### config.mk
export PLATFORM = sky130hd
export DESIGN_NAME = systolic_matmul_engine
export DESIGN_NICKNAME = d
export VERILOG_FILES = /design/src/rtl/systolic_matmul_engine.sv
export SDC_FILE = /design/constraint.sdc
export NUM_CORES = 2
export LEC_CHECK = 0
export BUFFER_PORTS_ARGS = -buffer_cell sky130_fd_sc_hd__buf_2
export CELL_PAD_IN_SITES_DETAIL_PLACEMENT = 1
export CELL_PAD_IN_SITES_GLOBAL_PLACEMENT = 2
export CORE_ASPECT_RATIO = 0.5
export CORE_MARGIN = 3
export CORE_UTILIZATION = 35
export DETAILED_ROUTE_END_ITERATION = 7
export GPL_TIMING_DRIVEN = 0
export PLACE_DENSITY = 0.82
export SETUP_SLACK_MARGIN = 0.4
export SLEW_MARGIN = 20
export SYNTH_ARGS = -nofsm -noshare
export SYNTH_HDL_FRONTEND = slang
export SYNTH_SLANG_ARGS = --single-unit
### constraint.sdc
create_clock -name i_clk -period 11.1 [get_ports i_clk]
set_input_delay 1.11 -clock i_clk [delete_from_list [all_inputs] [get_ports i_clk]]
set_output_delay 1.11 -clock i_clk [all_outputs]
set_load 0.1 [all_outputs]
### src/rtl/systolic_matmul_engine.sv
// -----------------------------------------------------------------------------
// systolic_matmul_engine
//
// Computes C = A x B (or C += A x B) for NxN matrices on an output-stationary
// NxN multiply-accumulate array. Operands are loaded in one transfer, skewed so
// that a[i][k] and b[k][j] meet in PE(i,j) at compute cycle k+i+j, and the
// accumulators are presented as the result once the wavefront has drained.
//
// Ports
//   i_clk          clock, all state updates on the rising edge
//   i_arst         synchronous active-high reset
//   i_a, i_b       operand matrices, indexed [row][col]
//   i_validInput   operand pair (and i_accumulate) valid this cycle
//   i_accumulate   1 = add product onto held C, 0 = clear C first
//   o_readyInput   engine accepts an operand pair this cycle
//   o_c            result matrix, indexed [row][col]
//   o_validResult  o_c holds a complete result
//   i_resultReady  consumer takes the result this cycle
//   o_busy         high while computing
// -----------------------------------------------------------------------------
module systolic_matmul_engine #(
  parameter int N      = 4,
  parameter int DATA_W = 8,
  parameter int ACC_W  = 32,
  parameter int SIGNED = 0
) (
  input  logic                                 i_clk,
  input  logic                                 i_arst,
  input  logic [N-1:0][N-1:0][DATA_W-1:0]      i_a,
  input  logic [N-1:0][N-1:0][DATA_W-1:0]      i_b,
  input  logic                                 i_validInput,
  input  logic                                 i_accumulate,
  output logic                                 o_readyInput,
  output logic [N-1:0][N-1:0][ACC_W-1:0]       o_c,
  output logic                                 o_validResult,
  input  logic                                 i_resultReady,
  output logic                                 o_busy
);

  // A row i / B column j is loaded with i (resp. j) leading zero slots, so the
  // longest skew line holds N-1 zeros followed by N operands.
  localparam int SLOTS = 2 * N - 1;
  localparam int CNT_W = $clog2(3 * N - 2);
  localparam logic [CNT_W-1:0] LAST_CNT = CNT_W'(3 * N - 3);

  typedef enum logic [1:0] {
    ST_IDLE,
    ST_COMPUTE,
    ST_DONE
  } state_e;

  // Full-width product, extended to the accumulator width. Operands are
  // extended to 2*DATA_W first so the low 2*DATA_W bits of the unsigned
  // multiply are the exact signed or unsigned product.
  function automatic logic [ACC_W-1:0] mac_product(input logic [DATA_W-1:0] a,
                                                   input logic [DATA_W-1:0] b);
    logic [2*DATA_W-1:0] a_ext;
    logic [2*DATA_W-1:0] b_ext;
    logic [2*DATA_W-1:0] prod;
    if (SIGNED != 0) begin
      a_ext = {{DATA_W{a[DATA_W-1]}}, a};
      b_ext = {{DATA_W{b[DATA_W-1]}}, b};
    end else begin
      a_ext = {{DATA_W{1'b0}}, a};
      b_ext = {{DATA_W{1'b0}}, b};
    end
    prod = a_ext * b_ext;
    if (SIGNED != 0) begin
      mac_product = ACC_W'($signed(prod));
    end else begin
      mac_product = ACC_W'(prod);
    end
  endfunction

  state_e                                state_q, state_d;
  logic [CNT_W-1:0]                      cnt_q, cnt_d;
  logic                                  valid_q, valid_d;
  logic                                  busy_q, busy_d;
  // Skew lines: slot 0 is the head that feeds the array edge.
  logic [N-1:0][SLOTS-1:0][DATA_W-1:0]   skew_a_q, skew_a_d;
  logic [N-1:0][SLOTS-1:0][DATA_W-1:0]   skew_b_q, skew_b_d;
  // Inter-PE operand registers; the last column/row forwards nowhere.
  logic [N-1:0][N-2:0][DATA_W-1:0]       a_pipe_q, a_pipe_d;
  logic [N-2:0][N-1:0][DATA_W-1:0]       b_pipe_q, b_pipe_d;
  logic [N-1:0][N-1:0][ACC_W-1:0]        acc_q, acc_d;

  logic [N-1:0][N-1:0][DATA_W-1:0]       a_in;
  logic [N-1:0][N-1:0][DATA_W-1:0]       b_in;
  logic [N-1:0][N-1:0][ACC_W-1:0]        prod;
  logic                                  accept;

  assign o_readyInput  = (state_q == ST_IDLE) || ((state_q == ST_DONE) && i_resultReady);
  assign accept        = i_validInput && o_readyInput;
  assign o_validResult = valid_q;
  assign o_busy        = busy_q;
  assign o_c           = acc_q;

  // Operand routing: edge PEs read the skew heads, inner PEs read the
  // registered operand of their left / upper neighbour.
  for (genvar i = 0; i < N; i++) begin : g_row
    for (genvar j = 0; j < N; j++) begin : g_col
      if (j == 0) begin : g_a_edge
        assign a_in[i][j] = skew_a_q[i][0];
      end else begin : g_a_inner
        assign a_in[i][j] = a_pipe_q[i][j-1];
      end
      if (i == 0) begin : g_b_edge
        assign b_in[i][j] = skew_b_q[j][0];
      end else begin : g_b_inner
        assign b_in[i][j] = b_pipe_q[i-1][j];
      end
      assign prod[i][j] = mac_product(a_in[i][j], b_in[i][j]);
    end
  end

  // NOTE: every variable starts from its held value before any branch, so no
  // path leaves a signal unassigned and no latch is inferred.
  always_comb begin
    state_d  = state_q;
    cnt_d    = cnt_q;
    valid_d  = valid_q;
    busy_d   = busy_q;
    skew_a_d = skew_a_q;
    skew_b_d = skew_b_q;
    a_pipe_d = a_pipe_q;
    b_pipe_d = b_pipe_q;
    acc_d    = acc_q;

    unique case (state_q)
      ST_COMPUTE: begin
        // Shift every skew line one slot toward the array, zero-filling.
        for (int i = 0; i < N; i++) begin
          skew_a_d[i] = skew_a_q[i] >> DATA_W;
          skew_b_d[i] = skew_b_q[i] >> DATA_W;
        end
        for (int i = 0; i < N; i++) begin
          for (int j = 0; j < N - 1; j++) begin
            a_pipe_d[i][j] = a_in[i][j];
          end
        end
        for (int i = 0; i < N - 1; i++) begin
          for (int j = 0; j < N; j++) begin
            b_pipe_d[i][j] = b_in[i][j];
          end
        end
        // Zero operands in unfilled slots make the product zero, so every PE
        // can accumulate unconditionally on every compute cycle.
        for (int i = 0; i < N; i++) begin
          for (int j = 0; j < N; j++) begin
            acc_d[i][j] = acc_q[i][j] + prod[i][j];
          end
        end
        if (cnt_q == LAST_CNT) begin
          state_d = ST_DONE;
          cnt_d   = '0;
          valid_d = 1'b1;
          busy_d  = 1'b0;
        end else begin
          cnt_d = cnt_q + CNT_W'(1);
        end
      end
      ST_DONE: begin
        if (i_resultReady) begin
          state_d = ST_IDLE;
          valid_d = 1'b0;
        end
      end
      ST_IDLE: begin
      end
      default: begin
        state_d = ST_IDLE;
      end
    endcase

    // Accept takes priority over the DONE -> IDLE hand-off so a new pair can
    // follow a consumed result with no idle cycle.
    if (accept) begin
      skew_a_d = '0;
      skew_b_d = '0;
      for (int i = 0; i < N; i++) begin
        for (int k = 0; k < N; k++) begin
          skew_a_d[i][k+i] = i_a[i][k];
          skew_b_d[i][k+i] = i_b[k][i];
        end
      end
      a_pipe_d = '0;
      b_pipe_d = '0;
      if (!i_accumulate) begin
        acc_d = '0;
      end
      state_d = ST_COMPUTE;
      cnt_d   = '0;
      valid_d = 1'b0;
      busy_d  = 1'b1;
    end
  end

  // NOTE: sequential state is updated with non-blocking assignments only, so
  // every flop samples the pre-edge value of every other flop.
  always_ff @(posedge i_clk) begin
    if (i_arst) begin
      // NOTE: the skew lines, operand pipes and accumulators are reset too:
      // zero slots must contribute nothing and accumulate mode reads held C.
      state_q  <= ST_IDLE;
      cnt_q    <= '0;
      valid_q  <= 1'b0;
      busy_q   <= 1'b0;
      skew_a_q <= '0;
      skew_b_q <= '0;
      a_pipe_q <= '0;
      b_pipe_q <= '0;
      acc_q    <= '0;
    end else begin
      state_q  <= state_d;
      cnt_q    <= cnt_d;
      valid_q  <= valid_d;
      busy_q   <= busy_d;
      skew_a_q <= skew_a_d;
      skew_b_q <= skew_b_d;
      a_pipe_q <= a_pipe_d;
      b_pipe_q <= b_pipe_d;
      acc_q    <= acc_d;
    end
  end

endmodule

==> impl_metrics.json <==
{
  "power_leakage_uw": 0.0450,
  "drt_iter0_drc": 4811,
  "r2r-start": "a_in[102]",
  "grtUsageTotal_pct": 27.4,
  "start_util_pct": 35.5,
  "cts_tree": "built",
  "overflow": 0,
  "path_clk_slew_ns": 0.07,
  "r2r_end": "o_c[406]",
  "htree_levels": 3,
  "fin_crit_sh_pct": 55.5,
  "postPlaceCellArea_sq_mm": 0.0916,
  "cts_resized": 0,
  "synth_area_leaders": "dfxtp_1 26%, fa_1 19%, ha_1 9.9%, nand2_1 9.1%, inv_1 7.2%",
  "hpwlAfterDp_mm": 275,
  "power_density_mw_per_mm2": 99.7,
  "swShare_pct": 30.4,
  "yosysTopAreaCellShare_pct": 25.6,
  "synth_top_area_cell": "dfxtp_1",
  "pwr-share-comb_pct": 12.3,
  "hold_buffers": 0,
  "layout_commonest_cell": "nand2_1",
  "vias_per_cell": 5.15,
  "synth_nets": 12000,
  "grt_max_degree": 18,
  "ys_seq_elements": 1064,
  "cpMaxStageDelayCell": "clkbuf_1",
  "hp-start": "skew_b_q[187]",
  "holdPathEnd": "skew_b_q[179]",
  "path_cells": "clkbuf_1, nand2_1, fa_1, inv_1, fa_1, inv_1, fa_1, fa_1, inv_1, ha_1, a21oi_1, o22ai_1, o41ai_1, o211ai_1, o21ai_1, nor4_1, xnor2_1, nor2_1",
  "p_switching_uw": 2900,
  "nFillCells": 28600,
  "rr_worst_depth": 18,
  "route.detailed.drc": 0,
  "insertion_delay_ns": 0.80,
  "grt_pass1_vias": 76600,
  "min_path_type": "flop to flop",
  "dieHeight_microns": 351,
  "intPower_uw": 6650,
  "final.min_clock_period_ns": 6.17,
  "post-cts-setup-buffer-count": 0,
  "end_kind": "flop",
  "status": "complete, no violations",
  "cts_made_buffers": 111,
  "coreArea_sq_mm": 0.234,
  "crit_path_frequent_cell": "fa_1",
  "ff2ff_setup_slack_ns": 4.93,
  "synth.yosys.seq_area_share_pct": 25.6,
  "pwr-share-clk_pct": 46.0,
  "hold-path-cell-count": 2,
  "vias": 74400,
  "worst-path-max-fanout": 10,
  "cap_violations": 0,
  "syn_area_sq_mm": 0.0833,
  "cts-root-buf": "clkbuf_16",
  "path_delay_family": "adder cells",
  "finClkSkew_ns": 0.0597,
  "avgSynthCellArea_sq_um": 8.06,
  "slew_headroom_pct": 20.6,
  "hold_viol": 0,
  "gp_congestion": 0.909,
  "rsz0062_at_grt": "false",
  "yosys.cell_types.count": 94,
  "cts_buffer_depth": 3,
  "antenna_found_initial": 43,
  "synth_edf_count": 0,
  "slowest_delay_ns": 0.79,
  "ant_nets": 0,
  "syn2layout_area_growth_pct": 15.1,
  "setup_tns_ns": 0,
  "yosys_warnings": 0,
  "worstPathRequired_ns": 11.72,
  "worst_setup_path_start_kind": "flop",
  "clock-sinks": 1064,
  "grt_pass1_wl_mm": 499,
  "portBuffers": 774,
  "die-area_sq_mm": 0.244,
  "worstSetupPathType": "flop to flop",
  "routedWlPerCell_microns": 23.6,
  "final_cell_mix": "2,025 x nand2_1, 1,603 x inv_1, 1,064 x dfxtp_1",
  "peakVddDrop_mv": 0.140,
  "crit_buf_inv": 4,
  "arrival_ns": 6.78,
  "layout.nets": 13000,
  "fmax_ghz": 0.162,
  "dr.pass1.iters": 5,
  "startpoint": "a_in[102]",
  "pwr-share-seq_pct": 41.7,
  "worst_slew_pin_slew_ns": 1.19,
  "die_x_microns": 696,
  "wl_mm": 341,
  "io_pins": 776,
  "finalSetupViolCount": 0,
  "synthFlopType": "dfxtp_1",
  "drive_above_1_share_pct": 10.1,
  "syn_inst": 10300,
  "finalInstanceArea_sq_mm": 0.0958,
  "drv_slew": 0,
  "async_reset_ff_share_pct": 0,
  "rows": 125
}
[per-stage QoR]
stage / hold WS [ns] / utilization, % / total power, uW / worst slack [ns] / cells
after detailed placement: 0.449 / 39.1 / 5240 / 5.01 / 14200
after floorplan: 0.432 / - / 4640 / 5.84 / 10300
after global routing: 0.467 / 40.9 / 9880 / 4.50 / 14400
after global placement: 0.441 / 38.8 / 5190 / 4.32 / 14200
final: 0.418 / 40.9 / 9550 / 4.93 / 14500
after CTS: 0.427 / 40.8 / 9620 / 4.88 / 14400
[state kept, by name, indices dropped and copies added, names as in the netlist]
register,flops
a_in,128
b_in,128
cnt_q,4
o_busy,1
o_c,512
o_validResult,1
skew_a_q,144
skew_b_q,144
state_q,2
[final cells by class]
type / count / area, sq um / share of cell area, %
diodes: 21 / 52.6 / 0.0549
repair buffers: 795 / 4360 / 4.55
inverters: 1603 / 6020 / 6.28
plain buffers: 593 / 2350 / 2.45
multi-input cells: 7066 / 53700 / 56.0
clock inverters: 74 / 1120 / 1.17
clock buffers: 134 / 3040 / 3.18
well taps: 3111 / 3890 / 4.06
flip-flops and latches: 1064 / 21300 / 22.2
[tightest hold or removal path, delay by kind of cell (launching register included)]
kind,cells,cell delay (ns)
flip-flops,1,0.31
AND/OR/NAND/NOR,1,0.06
AO/OA/AOI/OAI,1,0.05
[synth_stat cells (20+ instances only)]
cell type and count:
ha_1 656, and3_1 74, dfxtp_1 1064, xnor2_1 182
clkbuf_1 530, nand2_1 2025, nor3_1 36, nand2b_1 34
o21bai_1 31, o21a_1 25, a21o_1 118, or3_1 48
buf_2 43, nor2_1 550, nor4_1 20, and2_1 579
a21oi_1 775, a311oi_1 187, inv_1 1603, nand3_1 182
a211oi_1 58, o211ai_1 28, o21ai_0 192, nand4_1 47
xor2_1 157, fa_1 800
[power groups by stage]
| stage | clock network [uW] | registers, uW | logic (uW) |
|---|---|---|---|
| detailed placement | 0 | 4070 | 1160 |
| floorplan | 0 | 4130 | 511 |
| global route | 4630 | 3990 | 1250 |
| finish | 4400 | 3990 | 1170 |
| CTS | 4470 | 3990 | 1170 |
| global placement | 0 | 4070 | 1120 |
[metal layers]
| layer | wire [microns] | part of all wire [%] | GRT usage (%) |
|---|---|---|---|
| met3 | 22900 | 6.7 | 4.97 |
| met4 | 13900 | 4.1 | 9.85 |
| met1 | 147000 | 43 | 36.1 |
| met2 | 157000 | 46 | 44.9 |
| met5 | 13 | 0.0038 | 0 |
[worst max path at each step]
stage	cells after the start	slack (ns)	to
3_5_place_dp	18	5.01	o_c[406]
5_1_grt	18	4.50	o_c[406]
4_1_cts	18	4.88	o_c[406]
6_report	18	4.93	o_c[406]
2_1_floorplan	17	5.84	o_c[177]
3_3_place_gp	6	4.32	o_c[293]
[cells by family (layout without fill, tap and decap cells)]
group                      after synthesis  after routing  share of synthesized area (%)
and+or+nand+nor                       3676           3676                           19.7
buffers and inverters                 2196           3199                           9.97
AOI/OAI and AO/OA                     1586           1586                           12.0
adders and majority gates             1456           1456                           29.1
DFF                                   1064           1064                           25.6
xor gates and xnor gates               339            339                           3.57
muxes                                    9              9                          0.108
other                                    0             21                              0
No activity file was read; power rests on OpenSTA's default activity.
